==> src/rtl/vga_sync_gen.sv <==
// vga_sync_gen: VGA raster timing generator.
// Produces pixel/line counters, the visible-area flag, hsync/vsync with
// configurable polarity, and per-line / per-frame strobes. Every output is
// registered and the decodes are computed from the next counter values, so
// counters and decodes always describe the same raster position.
module vga_sync_gen #(
   parameter int H_VIS  = 800,
   parameter int H_FP   = 56,
   parameter int H_SYNC = 120,
   parameter int H_BP   = 64,
   parameter int V_VIS  = 600,
   parameter int V_FP   = 37,
   parameter int V_SYNC = 6,
   parameter int V_BP   = 23,
   parameter int HS_POL = 1,
   parameter int VS_POL = 1
) (
   input  logic        clk,
   input  logic        reset,
   input  logic        pix_en,
   output logic [11:0] hcounter,
   output logic [10:0] vcounter,
   output logic        visible,
   output logic        hsync,
   output logic        vsync,
   output logic        line_tick,
   output logic        frame_tick
);

   localparam int H_TOTAL = H_VIS + H_FP + H_SYNC + H_BP;
   localparam int V_TOTAL = V_VIS + V_FP + V_SYNC + V_BP;

   // Sync window bounds (start inclusive, end exclusive).
   localparam int H_SS = H_VIS + H_FP;
   localparam int H_SE = H_VIS + H_FP + H_SYNC;
   localparam int V_SS = V_VIS + V_FP;
   localparam int V_SE = V_VIS + V_FP + V_SYNC;

   localparam logic [11:0] H_LAST = 12'(H_TOTAL - 1);
   localparam logic [10:0] V_LAST = 11'(V_TOTAL - 1);

   localparam logic HS_ACT = (HS_POL != 0) ? 1'b1 : 1'b0;
   localparam logic VS_ACT = (VS_POL != 0) ? 1'b1 : 1'b0;

   // The counters are 12 and 11 bits wide; larger rasters cannot be represented.
   if (H_TOTAL > 4096 || H_TOTAL < 1) begin : g_bad_h_total
      $error("vga_sync_gen: H_TOTAL=%0d outside 1..4096", H_TOTAL);
   end
   if (V_TOTAL > 2048 || V_TOTAL < 1) begin : g_bad_v_total
      $error("vga_sync_gen: V_TOTAL=%0d outside 1..2048", V_TOTAL);
   end

   logic [11:0] h_q, h_d, h_nxt;
   logic [10:0] v_q, v_d, v_nxt;
   logic        vis_q, vis_d;
   logic        hs_q, hs_d;
   logic        vs_q, vs_d;
   logic        lt_q, lt_d;
   logic        ft_q, ft_d;
   logic        h_wrap;

   // Next raster position and the registered decodes that go with it.
   always_comb begin
      // ">=" rather than "==" so any out-of-range value wraps on the next advance.
      h_wrap = (h_q >= H_LAST);
      h_nxt  = h_wrap ? 12'd0 : h_q + 12'd1;
      v_nxt  = v_q;
      if (h_wrap) begin
         v_nxt = (v_q >= V_LAST) ? 11'd0 : v_q + 11'd1;
      end

      h_d   = h_q;
      v_d   = v_q;
      vis_d = vis_q;
      hs_d  = hs_q;
      vs_d  = vs_q;
      lt_d  = 1'b0;
      ft_d  = 1'b0;

      if (pix_en) begin
         h_d   = h_nxt;
         v_d   = v_nxt;
         vis_d = (int'(h_nxt) < H_VIS) && (int'(v_nxt) < V_VIS);
         hs_d  = ((int'(h_nxt) >= H_SS) && (int'(h_nxt) < H_SE)) ? HS_ACT : ~HS_ACT;
         vs_d  = ((int'(v_nxt) >= V_SS) && (int'(v_nxt) < V_SE)) ? VS_ACT : ~VS_ACT;
         lt_d  = h_wrap;
         ft_d  = h_wrap && (int'(v_nxt) == V_VIS);
      end
   end

   // State registers; reset parks the raster at (0,0) with syncs inactive.
   always_ff @(posedge clk) begin
      if (reset) begin
         h_q   <= 12'd0;
         v_q   <= 11'd0;
         vis_q <= 1'b0;
         hs_q  <= ~HS_ACT;
         vs_q  <= ~VS_ACT;
         lt_q  <= 1'b0;
         ft_q  <= 1'b0;
      end else begin
         h_q   <= h_d;
         v_q   <= v_d;
         vis_q <= vis_d;
         hs_q  <= hs_d;
         vs_q  <= vs_d;
         lt_q  <= lt_d;
         ft_q  <= ft_d;
      end
   end

   assign hcounter   = h_q;
   assign vcounter   = v_q;
   assign visible    = vis_q;
   assign hsync      = hs_q;
   assign vsync      = vs_q;
   assign line_tick  = lt_q;
   assign frame_tick = ft_q;

endmodule

==> config.mk <==
export PLATFORM = sky130hd
export DESIGN_NAME = vga_sync_gen
export DESIGN_NICKNAME = d
export VERILOG_FILES = /design/src/rtl/vga_sync_gen.sv
export SDC_FILE = /design/constraint.sdc
export NUM_CORES = 1
export LEC_CHECK = 0
export CAP_MARGIN = 30
export CORE_MARGIN = 2
export CORE_UTILIZATION = 48
export DETAILED_ROUTE_END_ITERATION = 6
export GPL_ROUTABILITY_DRIVEN = 0
export GPL_TIMING_DRIVEN = 0
export PLACE_DENSITY_LB_ADDON = 0.12
export SLEW_MARGIN = 5
export SYNTH_ARGS = -nofsm -noshare
export SYNTH_HDL_FRONTEND = slang
export SYNTH_SLANG_ARGS = --single-unit
export TNS_END_PERCENT = 5
==> constraint.sdc <==
create_clock -name clk -period 2 [get_ports clk]
set_input_delay 0.4 -clock clk [delete_from_list [all_inputs] [get_ports clk]]
set_output_delay 0.4 -clock clk [all_outputs]
set_load 0.03 [all_outputs]
Yosys cells after proc, flatten, opt, wreduce, memory -nomap -nowiden
Index checks and enable logic that the tools add are counted.
- bits in registers: 28
- latch bits: 0
- memory bits (writable): 0
- bits in read-only memories: 0
- output and inout bits: 28
- memories kept: 0
- $add $sub $neg: 2
- multiply operators: 0
- divide/modulo/power cells: 0
- magnitude comparators: 8
- equality and inequality tests: 1
- shifts and indexed selects: 0
- multiplexer cells: 5
- bitwise gates (word level): 1
- reductions and logical operators: 5
- operators with widths (operator ; number):
    12-bit by 10-bit less-than comparator with 1-bit output, second input constant ; 2
    11-bit by 10-bit >= comparator with 1-bit output, second input constant ; 2
    11-bit by 10-bit less-than comparator with 1-bit output, second input constant ; 2
    11-bit two-way mux ; 2
    12-bit by 1-bit adder with 12-bit output, second input constant ; 1
    12-bit by 10-bit >= comparator with 1-bit output, second input constant ; 1
    12-bit by 11-bit >= comparator with 1-bit output, second input constant ; 1
    12-bit two-way mux ; 1
    11-bit by 1-bit adder with 11-bit output, second input constant ; 1
    11-bit == test, second input constant ; 1
    1-bit logical AND ; 4
    1-bit two-way mux ; 2
    2-bit OR reduction ; 1
    1-bit inverter ; 1

Longest topological paths before layout
Gate-level depths: netlist of run 1.
- depth in word-level cells: 6
- gate-level depth with buffers: 9
- mapped depth without buffers: 9

Worst setup path after synthesis of run 1
No wires, ideal clock.
- path kind: flip-flop to flip-flop
- start: register v_q[1], in the netlist vcounter[1]
- end: register vs_q, in the netlist vsync
- arrival: 2220 ps
- slack: -316 ps
- stages on the path, launching flop included: 10
- clock period less this slack: 2316 ps
- cells stage by stage: dfxtp_1 > inv_1 > ha_1 > nor4_4 > a211oi_4 > nor3_2 > nand2_1 > a2111oi_0 > nand4_1 > o311ai_1
- cells in the longest elaborated chain, start to end: 6
- elaborated cells on any way between the ends: 8
- those cells by class: add/sub: 1; order compare: 3; mux: 3; reduce/logical: 1
- ends and longest elaborated chain (what ; RTL line ; RTL):
    from (decl) ; 54 ; logic [10:0] v_q, v_d, v_nxt;
    from (signal assigned) ; 103 ; v_q <= v_d;
    11-bit by 1-bit adder with 11-bit output / 11-bit by 10-bit >= comparator with 1-bit output (equally long branches) ; 69 ; v_nxt = (v_q >= V_LAST) ? 11'd0 : v_q + 11'd1;
    11-bit two-way mux ; 69 ;
    11-bit two-way mux (*) ; 68 ; if (h_wrap) begin
    11-bit by 10-bit >= comparator with 1-bit output / 11-bit by 10-bit less-than comparator with 1-bit output (equally long branches) ; 85 ; vs_d = ((int'(v_nxt) >= V_SS) && (int'(v_nxt) < V_SE)) ? VS_ACT : ~VS_ACT;
    1-bit logical AND (*) ; 85 ;
    1-bit two-way mux (*) ; 85 ;
    to (signal assigned) ; 98 ; vs_q <= ~VS_ACT;
    to (signal assigned) ; 106 ; vs_q <= vs_d;
    to (decl) ; 57 ; logic vs_q, vs_d;
Every way passes the cells marked *; elsewhere a longest branch is shown, timed or not.
A chain may end at the register's enable or synchronous reset.

Worst setup path after layout of run 1
- start: register v_q[6], in the netlist vcounter[6]
- end: register vis_q, in the netlist visible
- cells in the longest elaborated chain, start to end: 5
- elaborated cells on any way between the ends: 6
- those cells by class: add/sub: 1; order compare: 2; mux: 2; reduce/logical: 1
- ends and longest elaborated chain (what ; RTL line ; RTL):
    11-bit by 1-bit adder with 11-bit output / 11-bit by 10-bit >= comparator with 1-bit output (equally long branches) ; 69 ;
    11-bit two-way mux ; 69 ;
    11-bit two-way mux (*) ; 68 ;
    11-bit by 10-bit less-than comparator with 1-bit output (*) ; 83 ; vis_d = (int'(h_nxt) < H_VIS) && (int'(v_nxt) < V_VIS);
    1-bit logical AND (*) ; 83 ;
    to (signal assigned) ; 104 ; vis_q <= vis_d;
    to (decl) ; 55 ; logic vis_q, vis_d;
Marked as above.

==> out/results.ini, run 1 <==
[outcome]
status=finished, violations left
violations=negative setup slack

[sta]
worst_pin_slew_ps=546.6
slew_headroom_pct=63.56
fin_skew_ps=11.96
clock.fmax_ghz=0.4577
rsz0062_at_grt=true
fin_crit_sh_pct=109.2
setup_ws_ps=-184.9
hold_viol=0
final_max_slew_viol_count=0
setup_viol=5
min_period_ps=2185

[clock_network]
ctsHoldBuffers=0
numCtsBuffers=3
insertion_delay_ps=290
htree_levels=1
clk_pin_slew_ps=110
clkSinkCount=28
cts_buffer_depth=2
cts_tree=built
cts_root_buf=clkbuf_8

[final_layout]
fin_util_pct=73.46
nFillCells=314
most-common-layout-cells=nor2_1, clkdlybuf4s50_1, nand2_1
fin_area_um2=2750
layout_commonest_cell=nor2_1
register_area_um2=598.1
final_net_count=310
layout-drive-gt1-share_pct=25.41
syn_to_final_growth_pct=43.47
multi_input_area_um2=1440
insertedDiodeCount=0

[routing]
viasPerCell=6.248
wirelength_mm=5.936
wl_per_cell_um=16.91
vias=2193
drt_iter0_markers=256
first_pass_iters=5
postRouteAntennaNets=0
remaining_drc_errors=0

[worst_setup_path]
end_kind=register
r2r_cells=8
cp_top_family=compound AO/OA/AOI/OAI gates
crit_start=vcounter[6]
path_buf_inv=1
crit_cells=8
cp_max_fo=9
r2r_start=vcounter[6]
crit_slowest_cell=dfxtp_2
path_cells=nor4_4 > a211oi_4 > nor3_4 > buf_12 > a221oi_4 > o21ai_1 > a221o_1 > a21oi_2
cp_slowest_stage_delay_ps=490
cp.required_ps=2230
critical_path_class=reg2reg
cp_data_arrival_time_ps=2410
crit_path_start_kind=register

[grt]
grt_max_degree=17
grt_pass1_wl_mm=9.273
grt_pass1_vias=1972
grt_use_total_pct=26.90
overflow=0
antenna_found_initial=0

[synthesis]
yosysTopAreaCell=dfxtp_1
synth_cells=258
syn_nets=264
ys_types=56
synth_top_area_share_pct=29.24
ys_warn_count=0
synth_edf_count=0
synth-main-ff-cell=dfxtp_1
syn_area_um2=1917
ys_ff_latch=28
ys_seq_area_share_pct=29.24
synth_area_leaders=dfxtp_1, nor2_1, nand2_1
syn_avg_cell_area_um2=7.430
synth_async_sr_flop_share_pct=0

[floorplanning]
die_w_um=67.20
pin_count=31
die_y_um=67.20
rows=22
core-area_um2=3744
dieArea_um2=4515
initial_utilization_pct=51.20

[power_and_ir_drop]
seqPwrFrac_pct=48.6
power.internal_mw=0.8987
combPwrFrac_pct=13.0
p_clk_share_pct=38.4
switching_share_pct=25.35
total_power_mw=1.204
p_sw_mw=0.3052
ir_drop_v=0.0003886
p_leak_nw=0.9610
p_per_area_nw_per_um2=437.7

[worst_hold_path]
whs_path_depth=2
hold_path_startpoint=hsync
hold_class=reg2reg

[place]
placed_cell_area_um2=2410
hpwl_mm=3.950
pre_cts_ws_ps=-267.9
place.port_buffers=30

[job]
drv_cap=0

[registers in the layout (all words and copies together) (netlist names)]
register / count
frame_tick: 1
vsync: 1
hcounter: 12
visible: 1
line_tick: 1
hsync: 1
vcounter: 11
[cell families (layout without fill, tap and decap cells)]
group,after synthesis,count (layout),share of synthesized area (%)
XOR/XNOR,10,10,4.570
flip-flops,28,28,29.24
buffers and inverters,28,73,6.201
multiplexers,3,3,1.567
AO/OA/AOI/OAI,69,69,25.91
adder cells (fa/ha/maj),3,3,1.958
AND/OR/NAND/NOR,117,117,30.55
[synthesized netlist by cell type (2+ instances only)]
cell type / count
nor2_1: 34
dfxtp_1: 28
nand2_1: 27
a21oi_1: 16
nand3_1: 12
o21ai_0: 12
nor3_1: 11
buf_2: 10
inv_1: 10
xor2_1: 8
clkbuf_1: 6
nand4_1: 6
nand2b_1: 5
a211oi_1: 4
a31oi_1: 4
and2_1: 4
nor4_1: 4
a21o_1: 3
a32oi_1: 3
ha_1: 3
mux2i_1: 3
and3_1: 2
nor2b_1: 2
nor3b_1: 2
o211ai_1: 2
o22ai_1: 2
o311ai_1: 2
o31a_1: 2
o31ai_1: 2
or4_1: 2
xnor2_1: 2
[what timing repair did]
item | in CTS | in global routing
pin swaps | 11 | 17
setup buffers | 7 | 7
resized for setup | 16 | 24
endpoints found under the setup margin | 6 | 20
[path summary, 6_finish.rpt]
check | end | slack, ps
setup reg to reg | visible | -180
hold / removal | hsync | 480
hold reg to reg | hsync | 480
setup / recovery | visible | -180
[per-stage QoR]
step                TNS, ps  hold slack, ps  cells
finish               -521.2           478.9    351
global route          -1038           500.2    351
CTS                  -458.1           477.0    347
detailed placement    -2578           462.3    336
global placement      -2277           462.0    336
floorplan            -41.95           573.1    258
[per-layer routing]
layer | up-vias | GRT usage (%) | part of all wire [%]
met2 | 124 | 45.67 | 50
met5 | - | 0 | 0
met1 | 1011 | 33.47 | 40
li1 | 1029 | - | -
met3 | 29 | 3.333 | 6.6
met4 | 0 | 13.52 | 3.4
[power by group through the flow]
stage               Clock (mW)  Sequential, mW  Combinational, mW
floorplan                    0           0.610             0.0749
global placement             0           0.591              0.138
detailed placement           0           0.592              0.140
CTS                      0.465           0.579              0.150
global route             0.491           0.587              0.166
finish                   0.463           0.585              0.156
[area by class of cell]
| cell class | instances | area share [%] |
|---|---|---|
| Buffer | 15 | 3.958 |
| Clock buffer | 3 | 1.501 |
| Clock inverter | 1 | 1.092 |
| Inverter | 10 | 1.501 |
| Multi-Input combinational cell | 202 | 52.37 |
| Sequential cell | 28 | 21.75 |
| Tap cell | 48 | 2.184 |
| Timing Repair Buffer | 44 | 15.65 |
[worst min-delay path, cell delays in order (launching register included)]
cell and delay [ps]:
dfxtp_1 330, nand2b_1 60, a21oi_1 50
Note: power is estimated with default switching activity, not from simulation.
==> run 2: changes to the inputs <==
GPL_ROUTABILITY_DRIVEN = not set   (was 0)
==> run 2 against run 1 <==
The run still ends with negative setup slack left. Non-clock buffer count is 8 higher. Power is 10% lower. Count of clock-buffer cells in the layout stayed put. Highest routed layer unchanged. Wire length is 1.8% higher. Critical path type unchanged. Clock skew is 2.1 ps lower.
==> out/results.ini, run 2 (synthesized netlist as in run 1, its figures left out) <==
[sta]
setup_ws_ps=-235.3  ; -50.37 ps
clock.fmax_ghz=0.4474  ; -2.3%
setup_tns_ps=-778.6  ; -257.4 ps
setup_viol=8  ; +3
worst_pin_slew_ps=593.0  ; +46.40 ps
rsz0062_at_grt=true
slew_headroom_pct=60.46  ; -3.1 points
fin_skew_ps=9.827  ; -2.137 ps
fin_crit_sh_pct=111.8  ; +2.5 points
final_max_slew_viol_count=0  ; unchanged
min_period_ps=2235  ; +50.37 ps
hold_viol=0  ; unchanged

[final_layout]
final_net_count=318  ; +2.6%
syn_to_final_growth_pct=45.63
largest_register_ffs=12  ; unchanged
fin_util_pct=74.57  ; +1.1 points
insertedDiodeCount=0  ; unchanged
most-common-layout-cells=nor2_1, clkdlybuf4s50_1, nand2_1
layout_commonest_cell=nor2_1
layout-drive-gt1-share_pct=29.26  ; +3.8 points

[power_and_ir_drop]
ir_drop_v=0.0002317  ; -40%
p_per_area_nw_per_um2=387.7  ; -11%
total_power_mw=1.082  ; -10%
p_leak_nw=0.9653  ; +0.45%

[worst_setup_path]
crit_start=vcounter[1]
crit_path_end=vsync
r2r_setup_slack_ps=-240  ; -50 ps
critical_path_class=reg2reg
cp_max_fo=5  ; -4
cp.required_ps=2160  ; -70 ps
end_kind=register
r2r_start=vcounter[1]
cp_data_arrival_time_ps=2400  ; about the same
r2r-end=vsync
r2r_cells=11  ; +3
crit_path_start_kind=register

[place]
hpwl_mm=4.041  ; +2.3%
place.port_buffers=30  ; unchanged
gp_congestion=0.9471

[worst_hold_path]
hold_class=reg2reg

[floorplanning]
dieArea_um2=4515  ; unchanged
die_y_um=67.20  ; unchanged
initial_utilization_pct=51.20  ; unchanged
rows=22  ; unchanged
die_w_um=67.20  ; unchanged
core-area_um2=3744  ; unchanged
pin_count=31  ; unchanged

[clock_network]
cts_buffer_depth=2  ; unchanged
insertion_delay_ps=290  ; about the same
numCtsBuffers=3  ; unchanged
clk_pin_slew_ps=100  ; about the same
htree_levels=1  ; unchanged
cts_tree=built
clkSinkCount=28  ; unchanged
cts_root_buf=clkbuf_8

[routing]
vias=2156  ; -1.7%
wirelength_mm=6.044  ; +1.8%
drt_iter0_markers=246  ; -3.9%
postRouteAntennaNets=0  ; unchanged
remaining_drc_errors=0  ; unchanged
wl_per_cell_um=16.84  ; -0.45%
viasPerCell=6.006  ; -3.9%
first_pass_iters=6  ; +1

[grt]
grt_pass1_wl_mm=9.625  ; +3.8%
use_met2_pct=47.90  ; +2.2 points
grt_util_met3_pct=4.667  ; +1.3 points
top_usage_layer=met2
overflow=0  ; unchanged
grt_pass1_vias=2048  ; +3.9%
use_met1_pct=34.13  ; +0.66 points
grt_use_total_pct=28.13  ; +1.2 points
grt_max_degree=16  ; -1
antenna_found_initial=0  ; unchanged

[outcome]
violations=negative setup slack
status=finished, violations left

[job]
drv_cap=0  ; unchanged

[run 2: cell count changes in the layout (fill, tap and decap cells not counted), moves of 2 or more]
| cell | previous run | this run |
|---|---|---|
| buf_4 | 13 | 22 |
| buf_12 | 2 | 0 |
| buf_6 | 3 | 5 |
| clkbuf_4 | 3 | 1 |
| nor3_4 | 3 | 5 |
| nor4_2 | 0 | 2 |
| nor4_4 | 3 | 1 |
[run 2: worst max-delay path: stages (launching register included)]
cell and delay [ps]:
dfxtp_4 360, inv_2 40, ha_4 160, nor4_4 380, a211oi_4 160, buf_4 180, o31a_1 270, o211ai_1 180
buf_4 160, nor4b_2 40, nand4_1 90, o311ai_1 100
[run 2: worst min-delay path by stage]
stage,start,end,depth (start not counted)
2_1_floorplan,vcounter[9],vcounter[9],2
6_report,hsync,hsync,2
3_5_place_dp,hsync,hsync,2
4_1_cts,hsync,hsync,2
3_3_place_gp,visible,visible,2
5_1_grt,visible,visible,2
[run 2: power breakdown]
group          internal [mW]  switching [mW]  leakage (nW)
sequential             0.565          0.0203         0.237
combinational         0.0782          0.0941         0.705
clock                  0.139           0.186        0.0231
total                  0.781           0.301         0.965
[run 2: repair_timing]
| item | in CTS | in global routing |
|---|---|---|
| pin swaps | 16 | 11 |
| setup buffers | 20 | 1 |
| hold buffers | 0 | 0 |
| setup endpoints to repair | 6 | 16 |
| resized for setup | 32 | 13 |
[run 2: cell type report]
type / instances / area (um^2)
Timing Repair Buffer: 51 / 469.2
Clock inverter: 1 / 3.754
Sequential cell: 28 / 598.1
Tap cell: 48 / 60.06
Buffer: 16 / 107.6
Fill cell: 311 / 952.2
Inverter: 10 / 37.54
Clock buffer: 3 / 41.29
Multi-Input combinational cell: 202 / 1474
[run 2: stage by stage]
step | hold WS [ps] | instances | setup slack [ps] | area (um^2)
after CTS | 481.0 | 358 | -132.4 | 2736
after detailed placement | 464.9 | 336 | -293.2 | 2410
after floorplan | 573.1 | 258 | -27.08 | 2049
after global placement | 462.5 | 336 | -284.6 | 2410
final | 477.8 | 359 | -235.3 | 2791
after global routing | 519.9 | 359 | -338.0 | 2791
[run 2: layer usage]
| metal | vias up | wire length [um] | share of wire [%] |
|---|---|---|---|
| li1 | 1040 | - | - |
| met1 | 1022 | 2543 | 42 |
| met2 | 79 | 2987 | 49 |
| met3 | 15 | 307 | 5.1 |
| met4 | 0 | 206 | 3.4 |
| met5 | - | 0 | 0 |
==> run 3: changes to the inputs <==
CORE_ASPECT_RATIO = 1.5   (was not set)
HOLD_SLACK_MARGIN = 0.08   (was not set)
MAX_ROUTING_LAYER = met4   (was not set)
==> run 3 against run 2 <==
The flow still finishes with violations (negative setup slack). Via count barely moved. Largest power group unchanged. Clock power rose by 9.5%. Highest routed layer unchanged. Cell area fell by 5.2%.
==> out/results.ini, run 3 (synthesized netlist as in run 1, its figures left out) <==
[outcome]
status=finished, violations left
violations=negative setup slack

[grt]
grt_pass1_vias=2116  ; +3.3%
grt_use_total_pct=27.82  ; -0.31 points
grt_pass1_wl_mm=9.756  ; +1.4%
antenna_found_initial=0  ; unchanged
grt_max_degree=16  ; unchanged
overflow=0  ; unchanged

[power_and_ir_drop]
power.internal_mw=0.8038  ; +2.9%
ir_drop_v=0.0004161  ; +80%
combPwrFrac_pct=13.8  ; -2.1 points
p_sw_mw=0.2857  ; -5.1%
p_clk_share_pct=32.7  ; +2.7 points
p_per_area_nw_per_um2=411.5  ; +6.1%
p_leak_nw=0.9246  ; -4.2%
seqPwrFrac_pct=53.5  ; -0.5 points
switching_share_pct=26.22  ; -1.6 points

[worst_setup_path]
critical_path_class=reg2reg
end_kind=register
cp_max_fo=7  ; +2
cp.required_ps=2190  ; +30 ps
crit_path_start_kind=register
cp_data_arrival_time_ps=2440  ; +40 ps

[routing]
drt_iter0_markers=134  ; -46%
wirelength_mm=5.922  ; -2.0%
wl_per_cell_um=17.07  ; +1.4%
remaining_drc_errors=0  ; unchanged
first_pass_iters=5  ; -1
viasPerCell=6.207  ; +3.4%
postRouteAntennaNets=0  ; unchanged
vias=2154  ; -0.093%

[clock_network]
insertion_delay_ps=280  ; about the same
cts_root_buf=clkbuf_8
cts_tree=built
ctsHoldBuffers=0  ; unchanged
cts_buffer_depth=2  ; unchanged
numCtsBuffers=3  ; unchanged
htree_levels=1  ; unchanged
clkSinkCount=28  ; unchanged
clk_pin_slew_ps=90  ; about the same

[final_layout]
final_cells=347  ; -3.3%
layout-drive-gt1-share_pct=24.83  ; -4.4 points
most-common-layout-cells=nor2_1, clkdlybuf4s50_1, nand2_1
final_net_count=309  ; -2.8%
layout_commonest_cell=nor2_1
syn_to_final_growth_pct=38.12
insertedDiodeCount=0  ; unchanged
largest_register_ffs=12  ; unchanged

[sta]
worst_pin_slew_ps=521.5  ; -71.52 ps
clock.fmax_ghz=0.4434  ; -0.88%
final_max_slew_viol_count=0  ; unchanged
slew_headroom_pct=65.23  ; +4.8 points
fin_crit_sh_pct=112.8  ; +1.0 points
min_period_ps=2255  ; +19.94 ps
rsz0062_at_grt=true
timing.hold.ws_ps=488.4  ; +10.60 ps
hold_viol=0  ; unchanged
setup_viol=3  ; -5
setup_ws_ps=-255.2  ; -19.94 ps
fin_skew_ps=2.121  ; -7.706 ps

[place]
place.port_buffers=30  ; unchanged
hpwl_mm=4.303  ; +6.5%
place_inst=333  ; -0.89%
gp_congestion=0.9261  ; -2.2%
pre_cts_ws_ps=-316.0  ; -22.80 ps

[floorplanning]
rows=28  ; +27%
core-area_um2=3889  ; +3.9%
pin_count=31  ; unchanged
initial_utilization_pct=49.29  ; -1.9 points
die_w_um=55.60  ; -17%
die_y_um=81.40  ; +21%
dieArea_um2=4525  ; +0.22%

[worst_hold_path]
hold_class=reg2reg

[job]
drv_cap=0  ; unchanged

[run 3: worst paths after layout]
kind | startpoint | end | slack, ps | cells past startpoint
worst min-delay path | hsync | hsync | 490 | 2
worst max register to register | vcounter[1] | vsync | -260 | 10
worst max-delay path | vcounter[1] | vsync | -260 | 10
worst min register to register | hsync | hsync | 490 | 2
[run 3: cell type report]
| cell class | count | area [um^2] |
|---|---|---|
| multi-input cells | 202 | 1389 |
| fillers | 348 | 1241 |
| clock buffers | 4 | 55.05 |
| repair buffers | 41 | 385.4 |
| plain buffers | 17 | 123.9 |
| inverters | 10 | 37.54 |
| flip-flops and latches | 28 | 600.6 |
| well taps | 45 | 56.30 |
[run 3: layer usage]
metal	global-route usage (%)	up-vias	share of wire, %
li1	-	1030	-
met1	30.02	997	38
met2	50.48	96	52
met3	1.752	31	4.6
met4	15.85	0	5.1
met5	-	-	0
[run 3: timing repair]
item / CTS / global route
pin swaps: 13 / 11
resized for setup: 18 / 15
buffers inserted: 6 / 5
setup endpoints to repair: 7 / 19
[run 3: worst max-delay path: stages (launching register included)]
cell and delay [ps]:
dfxtp_4 360, inv_2 60, ha_4 130, nor4_4 50
a211oi_4 460, o31ai_1 110, a22o_1 280, buf_4 150
nor4b_2 310, nand4_1 130, o311ai_1 100
[run 3: through the flow]
| step | util, % | cell area [um^2] | total power, mW | TNS [ps] |
|---|---|---|---|---|
| 5_1_grt | 68.08 | 2648 | 1.134 | -1030 |
| 3_5_place_dp | 61.87 | 2406 | 0.7320 | -3251 |
| 3_3_place_gp | 61.87 | 2406 | 0.7306 | -2889 |
| 6_report | 68.08 | 2648 | 1.089 | -559.6 |
| 4_1_cts | 66.02 | 2567 | 1.092 | -582.4 |
| 2_1_floorplan | - | 2049 | 0.6852 | -41.95 |
[run 3: power by group through the flow]
stage          registers [mW]  clock network (mW)  logic (mW)
2_1_floorplan           0.610                   0      0.0749
3_3_place_gp            0.592                   0       0.138
3_5_place_dp            0.593                   0       0.139
4_1_cts                 0.580               0.364       0.148
5_1_grt                 0.586               0.389       0.159
6_report                0.583               0.356       0.150
